[src/rtl/line_burst_arbiter.sv]
// Round-robin arbiter that turns whole-line cache requests into word bursts
// to main memory, collecting read words back into a line.
module line_burst_arbiter #(
    parameter int NUM_PORTS    = 2,
    parameter int DATA_WIDTH   = 32,
    parameter int ADDRESS_BITS = 32,
    parameter int OFFSET_BITS  = 2,
    localparam int WORDS  = 1 << OFFSET_BITS,
    localparam int LINE_W = DATA_WIDTH * WORDS
) (
    input  logic                           clock,
    input  logic                           reset,
    input  logic [NUM_PORTS-1:0]           req_valid,
    output logic [NUM_PORTS-1:0]           req_ready,
    input  logic [NUM_PORTS-1:0]           req_write,
    input  logic [NUM_PORTS*ADDRESS_BITS-1:0] req_address,
    input  logic [NUM_PORTS*LINE_W-1:0]    req_data,
    output logic [NUM_PORTS-1:0]           rsp_valid,
    output logic [ADDRESS_BITS-1:0]        rsp_address,
    output logic [LINE_W-1:0]              rsp_data,
    output logic                           mem_req_valid,
    input  logic                           mem_req_ready,
    output logic                           mem_req_write,
    output logic [ADDRESS_BITS-1:0]        mem_req_address,
    output logic [DATA_WIDTH-1:0]          mem_req_data,
    input  logic                           mem_rsp_valid,
    input  logic [DATA_WIDTH-1:0]          mem_rsp_data,
    output logic                           busy
);

    localparam int PTR_W      = (NUM_PORTS > 1) ? $clog2(NUM_PORTS) : 1;
    localparam int CNT_W      = OFFSET_BITS + 1;
    localparam int IDX_W      = (OFFSET_BITS > 0) ? OFFSET_BITS : 1;
    localparam int BYTE_SHIFT = $clog2(DATA_WIDTH / 8);
    localparam int ALIGN_BITS = OFFSET_BITS + BYTE_SHIFT;
    localparam logic [ADDRESS_BITS-1:0] ALIGN_MASK =
        ~((ADDRESS_BITS'(1) << ALIGN_BITS) - ADDRESS_BITS'(1));
    localparam logic [CNT_W-1:0] LAST_WORD = CNT_W'(WORDS - 1);
    localparam logic [CNT_W-1:0] ALL_WORDS = CNT_W'(WORDS);

    typedef enum logic [1:0] {IDLE, ISSUE, WAIT_RD, RESPOND} state_t;

    state_t                  state, state_next;
    logic [PTR_W-1:0]        rr, winner, pick, cand;
    logic                    found;
    int                      idx;
    logic                    is_write;
    logic [ADDRESS_BITS-1:0] base;
    logic [DATA_WIDTH-1:0]   words [WORDS];
    logic [CNT_W-1:0]        k, r, r_next;
    logic                    rsp_take;
    logic [ADDRESS_BITS-1:0] held_address;
    logic [LINE_W-1:0]       held_data, line_flat;

    // Cyclic first-set search starting at the round-robin pointer.
    always_comb begin
        found = 1'b0;
        pick  = '0;
        idx   = 0;
        cand  = '0;
        for (int i = 0; i < NUM_PORTS; i++) begin
            idx = int'(rr) + i;
            if (idx >= NUM_PORTS) idx = idx - NUM_PORTS;
            cand = PTR_W'(idx);
            if (!found && req_valid[cand]) begin
                found = 1'b1;
                pick  = cand;
            end
        end
    end

    assign rsp_take = !is_write && (state == ISSUE || state == WAIT_RD)
                      && mem_rsp_valid && (r < ALL_WORDS);
    assign r_next   = r + CNT_W'(rsp_take);

    always_comb begin
        line_flat = '0;
        for (int i = 0; i < WORDS; i++) line_flat[i*DATA_WIDTH +: DATA_WIDTH] = words[i];
    end

    always_comb begin
        state_next    = state;
        req_ready     = '0;
        rsp_valid     = '0;
        mem_req_valid = 1'b0;
        mem_req_write = 1'b0;
        case (state)
            IDLE: begin
                if (found) begin
                    req_ready  = NUM_PORTS'(1) << pick;
                    state_next = ISSUE;
                end
            end
            ISSUE: begin
                mem_req_valid = 1'b1;
                mem_req_write = is_write;
                if (mem_req_ready && k == LAST_WORD)
                    state_next = (is_write || r_next == ALL_WORDS) ? RESPOND : WAIT_RD;
            end
            WAIT_RD: begin
                if (r_next == ALL_WORDS) state_next = RESPOND;
            end
            RESPOND: begin
                rsp_valid  = NUM_PORTS'(1) << winner;
                state_next = IDLE;
            end
            default: state_next = IDLE;
        endcase
    end

    assign busy            = (state != IDLE);
    assign mem_req_address = base + (ADDRESS_BITS'(k) << BYTE_SHIFT);
    assign mem_req_data    = words[IDX_W'(k)];
    // Outside the response pulse the last completed line stays visible.
    assign rsp_address     = (state == RESPOND) ? base : held_address;
    assign rsp_data        = (state == RESPOND) ? line_flat : held_data;

    always_ff @(posedge clock or posedge reset) begin
        if (reset) begin
            state        <= IDLE;
            rr           <= '0;
            winner       <= '0;
            is_write     <= 1'b0;
            base         <= '0;
            k            <= '0;
            r            <= '0;
            held_address <= '0;
            held_data    <= '0;
            for (int i = 0; i < WORDS; i++) words[i] <= '0;
        end else begin
            state <= state_next;
            case (state)
                IDLE: begin
                    if (found) begin
                        winner   <= pick;
                        rr       <= (pick == PTR_W'(NUM_PORTS - 1)) ? '0 : pick + PTR_W'(1);
                        is_write <= req_write[pick];
                        base     <= req_address[int'(pick)*ADDRESS_BITS +: ADDRESS_BITS] & ALIGN_MASK;
                        k        <= '0;
                        r        <= '0;
                        for (int i = 0; i < WORDS; i++)
                            words[i] <= req_data[int'(pick)*LINE_W + i*DATA_WIDTH +: DATA_WIDTH];
                    end
                end
                ISSUE: begin
                    if (mem_req_ready) k <= k + CNT_W'(1);
                end
                RESPOND: begin
                    held_address <= base;
                    held_data    <= line_flat;
                end
                default: ;
            endcase
            if (rsp_take) begin
                words[IDX_W'(r)] <= mem_rsp_data;
                r                <= r_next;
            end
        end
    end

endmodule

[config.mk]
export PLATFORM = sky130hd
export DESIGN_NAME = line_burst_arbiter
export DESIGN_NICKNAME = d
export VERILOG_FILES = /design/src/rtl/line_burst_arbiter.sv
export SDC_FILE = /design/constraint.sdc
export NUM_CORES = 1
export LEC_CHECK = 0
export ABC_CLOCK_PERIOD_IN_PS = 22900
export CORE_AREA = 2 2 229 231
export DETAILED_ROUTE_END_ITERATION = 8
export DIE_AREA = 0 0 231 233
export GPL_TIMING_DRIVEN = 0
export PLACE_DENSITY_LB_ADDON = 0.05
export SYNTH_ARGS = -nofsm -noshare
export SYNTH_HDL_FRONTEND = slang
export SYNTH_SLANG_ARGS = --single-unit
[constraint.sdc]
create_clock -name clock -period 22.9 [get_ports clock]
set_input_delay 4.58 -clock clock [delete_from_list [all_inputs] [get_ports clock]]
set_output_delay 4.58 -clock clock [all_outputs]
set_load 0.02 [all_outputs]
==> flow_results.xml <==
<?xml version="1.0" encoding="UTF-8"?>
<metrics>
  <group name="clock_tree">
    <metric name="cts_num_sinks" unit="">327</metric>
    <metric name="gates_resized_cts_repair" unit="">0</metric>
    <metric name="cts_tree" unit="">built</metric>
    <metric name="cts-htree-levels" unit="">2</metric>
    <metric name="tritoncts.num_buffers" unit="">42</metric>
    <metric name="cts_hold_buf" unit="">0</metric>
    <metric name="clock_latency" unit="ns">0.57</metric>
    <metric name="post-cts-setup-buffer-count" unit="">0</metric>
    <metric name="clock_tree.buffer_depth" unit="">3</metric>
    <metric name="post_cts_clock_slew_at_the_launch_and_capture_registers_of_the_worst_setup_and_hold_paths" unit="ns">0.05</metric>
    <metric name="cts-root-buf" unit="">clkbuf_16</metric>
  </group>
  <group name="status">
    <metric name="outcome" unit="">finished, final reports clean</metric>
  </group>
  <group name="pwr">
    <metric name="pwr-share-clk" unit="">0.179</metric>
    <metric name="switching_share" unit="">0.410</metric>
    <metric name="ir_drop" unit="µV">72.0</metric>
    <metric name="p_leak" unit="nW">9.85</metric>
    <metric name="internal-power" unit="W">0.00229</metric>
    <metric name="netSwitchingPower" unit="W">0.00159</metric>
    <metric name="share_comb_of_total_power" unit="">0.553</metric>
    <metric name="pwr_density_cell" unit="nW/µm²">166</metric>
    <metric name="share_seq_of_total_power" unit="">0.268</metric>
    <metric name="total_power" unit="W">0.00388</metric>
  </group>
  <group name="critical_path">
    <metric name="crit_slowest_cell" unit="">clkdlybuf4s50_1</metric>
    <metric name="r2r_startpoint" unit="">state[0]$_DFFE_PP0P_</metric>
    <metric name="critical_path_required" unit="ns">18.32</metric>
    <metric name="crit_start" unit="">req_valid[0]</metric>
    <metric name="critical_path.cell_chain" unit="">clkdlybuf4s50_1 -&gt; inv_2 -&gt; a211oi_2 -&gt; clkbuf_1 -&gt; clkdlybuf4s50_1</metric>
    <metric name="crit_path_start_kind" unit="">input port</metric>
    <metric name="crit_path_end_kind" unit="">output port</metric>
    <metric name="r2r-end" unit="">held_data[98]$_DFF_PP0_</metric>
    <metric name="path_common_cell" unit="">clkdlybuf4s50_1</metric>
    <metric name="number_of_buffers_and_inverters_on_the_critical_path" unit="">4</metric>
    <metric name="crit_path_max_fanout" unit="">10</metric>
    <metric name="worst_ep_arrival_time" unit="ns">7.05</metric>
    <metric name="reg2reg_depth" unit="">5</metric>
    <metric name="critPathTopFamily" unit="">buffers and inverters</metric>
    <metric name="delay_of_the_slowest_cell_on_the_worst_path" unit="ns">0.72</metric>
    <metric name="regToRegSetupSlack" unit="ns">19.86</metric>
    <metric name="category_of_the_most_critical_setup_path" unit="">input port to output port</metric>
  </group>
  <group name="sta">
    <metric name="layout_worst_path_cycle_share" unit="">0.508</metric>
    <metric name="setup_viol_count_final" unit="">0</metric>
    <metric name="fmaxAchievable" unit="MHz">86.0</metric>
    <metric name="finalSetupTns" unit="ns">0</metric>
    <metric name="drv_slew" unit="">0</metric>
    <metric name="maxSlewHeadroom" unit="">0.254</metric>
    <metric name="clock-skew-final" unit="ns">0.0142</metric>
    <metric name="worstMarginPinSlew" unit="ns">1.12</metric>
    <metric name="grt_setup_unrepaired" unit="">no</metric>
    <metric name="hold_viol_final" unit="">0</metric>
    <metric name="timing.final.crit_period" unit="ns">11.63</metric>
    <metric name="holdWs" unit="ns">0.494</metric>
  </group>
  <group name="min_path">
    <metric name="min_delay_path_depth" unit="">1</metric>
    <metric name="min_path_type" unit="">flop to flop</metric>
    <metric name="min_to" unit="">held_data[105]$_DFF_PP0_</metric>
    <metric name="hold_path.startpoint" unit="">held_data[105]$_DFF_PP0_</metric>
  </group>
  <group name="route">
    <metric name="avgViaCountPerCell" unit="">5.26</metric>
    <metric name="dr.first_iter.drc_count" unit="">1376</metric>
    <metric name="remaining_drc_errors" unit="">0</metric>
    <metric name="wirelength" unit="mm">72.1</metric>
    <metric name="dr.pass1.iters" unit="">9</metric>
    <metric name="route.vias.total" unit="">13637</metric>
    <metric name="ant_nets" unit="">0</metric>
    <metric name="detail_route.wl_per_cell" unit="µm">27.8</metric>
  </group>
  <group name="die">
    <metric name="die_width" unit="µm">231</metric>
    <metric name="floorplan.rows" unit="">83</metric>
    <metric name="die-area" unit="µm²">53800</metric>
    <metric name="initial_utilization" unit="">0.296</metric>
    <metric name="io_pins" unit="">591</metric>
    <metric name="die_height" unit="µm">233</metric>
    <metric name="core_area" unit="µm²">51100</metric>
  </group>
  <group name="yosys">
    <metric name="synth_cell_type_count" unit="">44</metric>
    <metric name="synthFlopType" unit="">dfrtp_1</metric>
    <metric name="syn-mean-instance-area" unit="µm²">12.2</metric>
    <metric name="synth_edf_count" unit="">0</metric>
    <metric name="synth.ff_latch_count" unit="">327</metric>
    <metric name="synth_area" unit="µm²">15100</metric>
    <metric name="synthArstFlopShare" unit="">1.00</metric>
    <metric name="gate_count_after_technology_mapping" unit="">1237</metric>
    <metric name="yosysSeqAreaShare" unit="">0.540</metric>
    <metric name="synth.yosys.warnings" unit="">0</metric>
    <metric name="yosys.area.top_type_share" unit="">0.540</metric>
    <metric name="top_post_synthesis_cells_by_area" unit="">dfrtp_1, mux2_2, a222oi_1, mux4_2, a21oi_1</metric>
    <metric name="synth_area_leader_cell" unit="">dfrtp_1</metric>
  </group>
  <group name="layout">
    <metric name="final.fill_count" unit="">4868</metric>
    <metric name="layout-area-overhead-vs-synth" unit="%">54.2</metric>
    <metric name="design.final.nets" unit="">2235</metric>
    <metric name="drive_above_1_share" unit="">0.167</metric>
  </group>
  <group name="grt">
    <metric name="antenna_violations_before_repair" unit="">19</metric>
    <metric name="first_global_vias" unit="">14353</metric>
    <metric name="grt_start_max_net_pins" unit="">89</metric>
    <metric name="overflow" unit="">0</metric>
    <metric name="grt_first_pass_wirelength" unit="mm">102</metric>
    <metric name="global_route.usage.total" unit="">0.263</metric>
  </group>
  <group name="placed_design">
    <metric name="place.gp.congestion" unit="">0.869</metric>
    <metric name="detailed_place_hpwl" unit="mm">54.2</metric>
    <metric name="portBuffers" unit="">579</metric>
  </group>
  <group name="flow_run">
    <metric name="max_cap_violations" unit="">0</metric>
  </group>
</metrics>
==> placed cells by master (no fill, tap or decap), drive strengths merged, types with 3 or more instances in the layout <==
cell type,n
clkdlybuf4s50,579
nand3,15
clkbuf,121
nand2,38
nor2b,5
mux2i,27
a222oi,129
ha,11
and2,3
o21ai,36
nand4,10
xor2,7
diode,16
dfrtp,327
and3,4
bufinv,5
buf,54
a21oi,129
inv,14
mux4,32
nor2,138
clkinv,7
xnor2,20
mux2,157
a22o,5
==> through the flow <==
step	cell area [µm²]	instances	utilization	setup WS [ns]
final	23400	2591	0.457	11.27
after global routing	23300	2586	0.457	11.18
after CTS	23300	2575	0.456	11.30
after detailed placement	21900	2500	0.428	11.30
after global placement	21800	2497	0.427	4.11
after floorplan	15200	1238	-	9.27
==> sequential cells by signal, indices dropped and copies added (netlist names), 2 cells and up <==
name,flops
k,3
held_data,128
base,28
held_address,32
state,2
line_flat,128
r,3
==> area by class of cell <==
type | instances | area, µm² | share of cell area
Timing Repair Buffer | 582 | 5880 | 0.252
Inverter | 14 | 60.1 | 0.00257
Antenna cell | 16 | 40.0 | 0.00171
Multi-Input combinational cell | 787 | 6360 | 0.272
Clock buffer | 62 | 1230 | 0.0527
Sequential cell | 327 | 8180 | 0.350
Clock inverter | 13 | 196 | 0.00841
Tap cell | 680 | 851 | 0.0364
Buffer | 110 | 553 | 0.0237
==> cells in the mapped netlist, drive strengths merged (15+ instances only) <==
master  instances
mux2          157
o21ai          36
a222oi        129
buf            51
a21oi         129
clkbuf         59
xnor2          20
nand3          15
mux4           32
mux2i          27
nand2          38
dfrtp         327
nor2          138
==> power groups by stage <==
stage	clock network [W]	registers (W)	logic, W
global route	0.000736	0.00107	0.00227
floorplan	0	0.000978	0.00119
global placement	0	0.00104	0.00215
finish	0.000695	0.00104	0.00214
detailed placement	0	0.00105	0.00216
CTS	0.000713	0.00104	0.00217
==> logic make-up (layout without fill, tap and decap cells) <==
kind of cell             after synthesis  count (layout)  synth area share
buffers and inverters                124             781            0.0400
AO/OA/AOI/OAI                        309             309             0.148
other                                  1              18          0.000248
adder cells (fa/ha/maj)               11              11           0.00909
XOR/XNOR                              27              27            0.0156
multiplexers                         216             216             0.182
flip-flops                           327             327             0.540
AND/OR/NAND/NOR                      222             222            0.0647
==> metal layers <==
layer  global-route usage  vias up  part of all wire
met5                    0        -           0.00075
met4               0.0887        8             0.026
met3               0.0721      116             0.076
met2                0.443      580              0.49
met1                0.324     6935              0.40
li1                     -     5998                 -
==> worst reg2reg max path: cells and delay by family, from the launching register on <==
kind | cells | cell delay (ns)
adders and majority gates | 1 | 0.16
buffers and inverters | 3 | 1.92
DFF | 1 | 0.42
muxes | 1 | 0.41
==> worst max-delay path by stage <==
stage                                            to  slack, ns  cells after the start
final                                  req_ready[0]      11.27                      5
after floorplan                base[10]$_DFFE_PP0P_       9.27                      1
after detailed placement               req_ready[0]      11.30                      5
after global routing                   req_ready[0]      11.18                      5
after CTS                              req_ready[0]      11.30                      5
after global placement    held_address[1]$_DFF_PP0_       4.11                      2
Note: power is estimated with default switching activity, not from simulation.
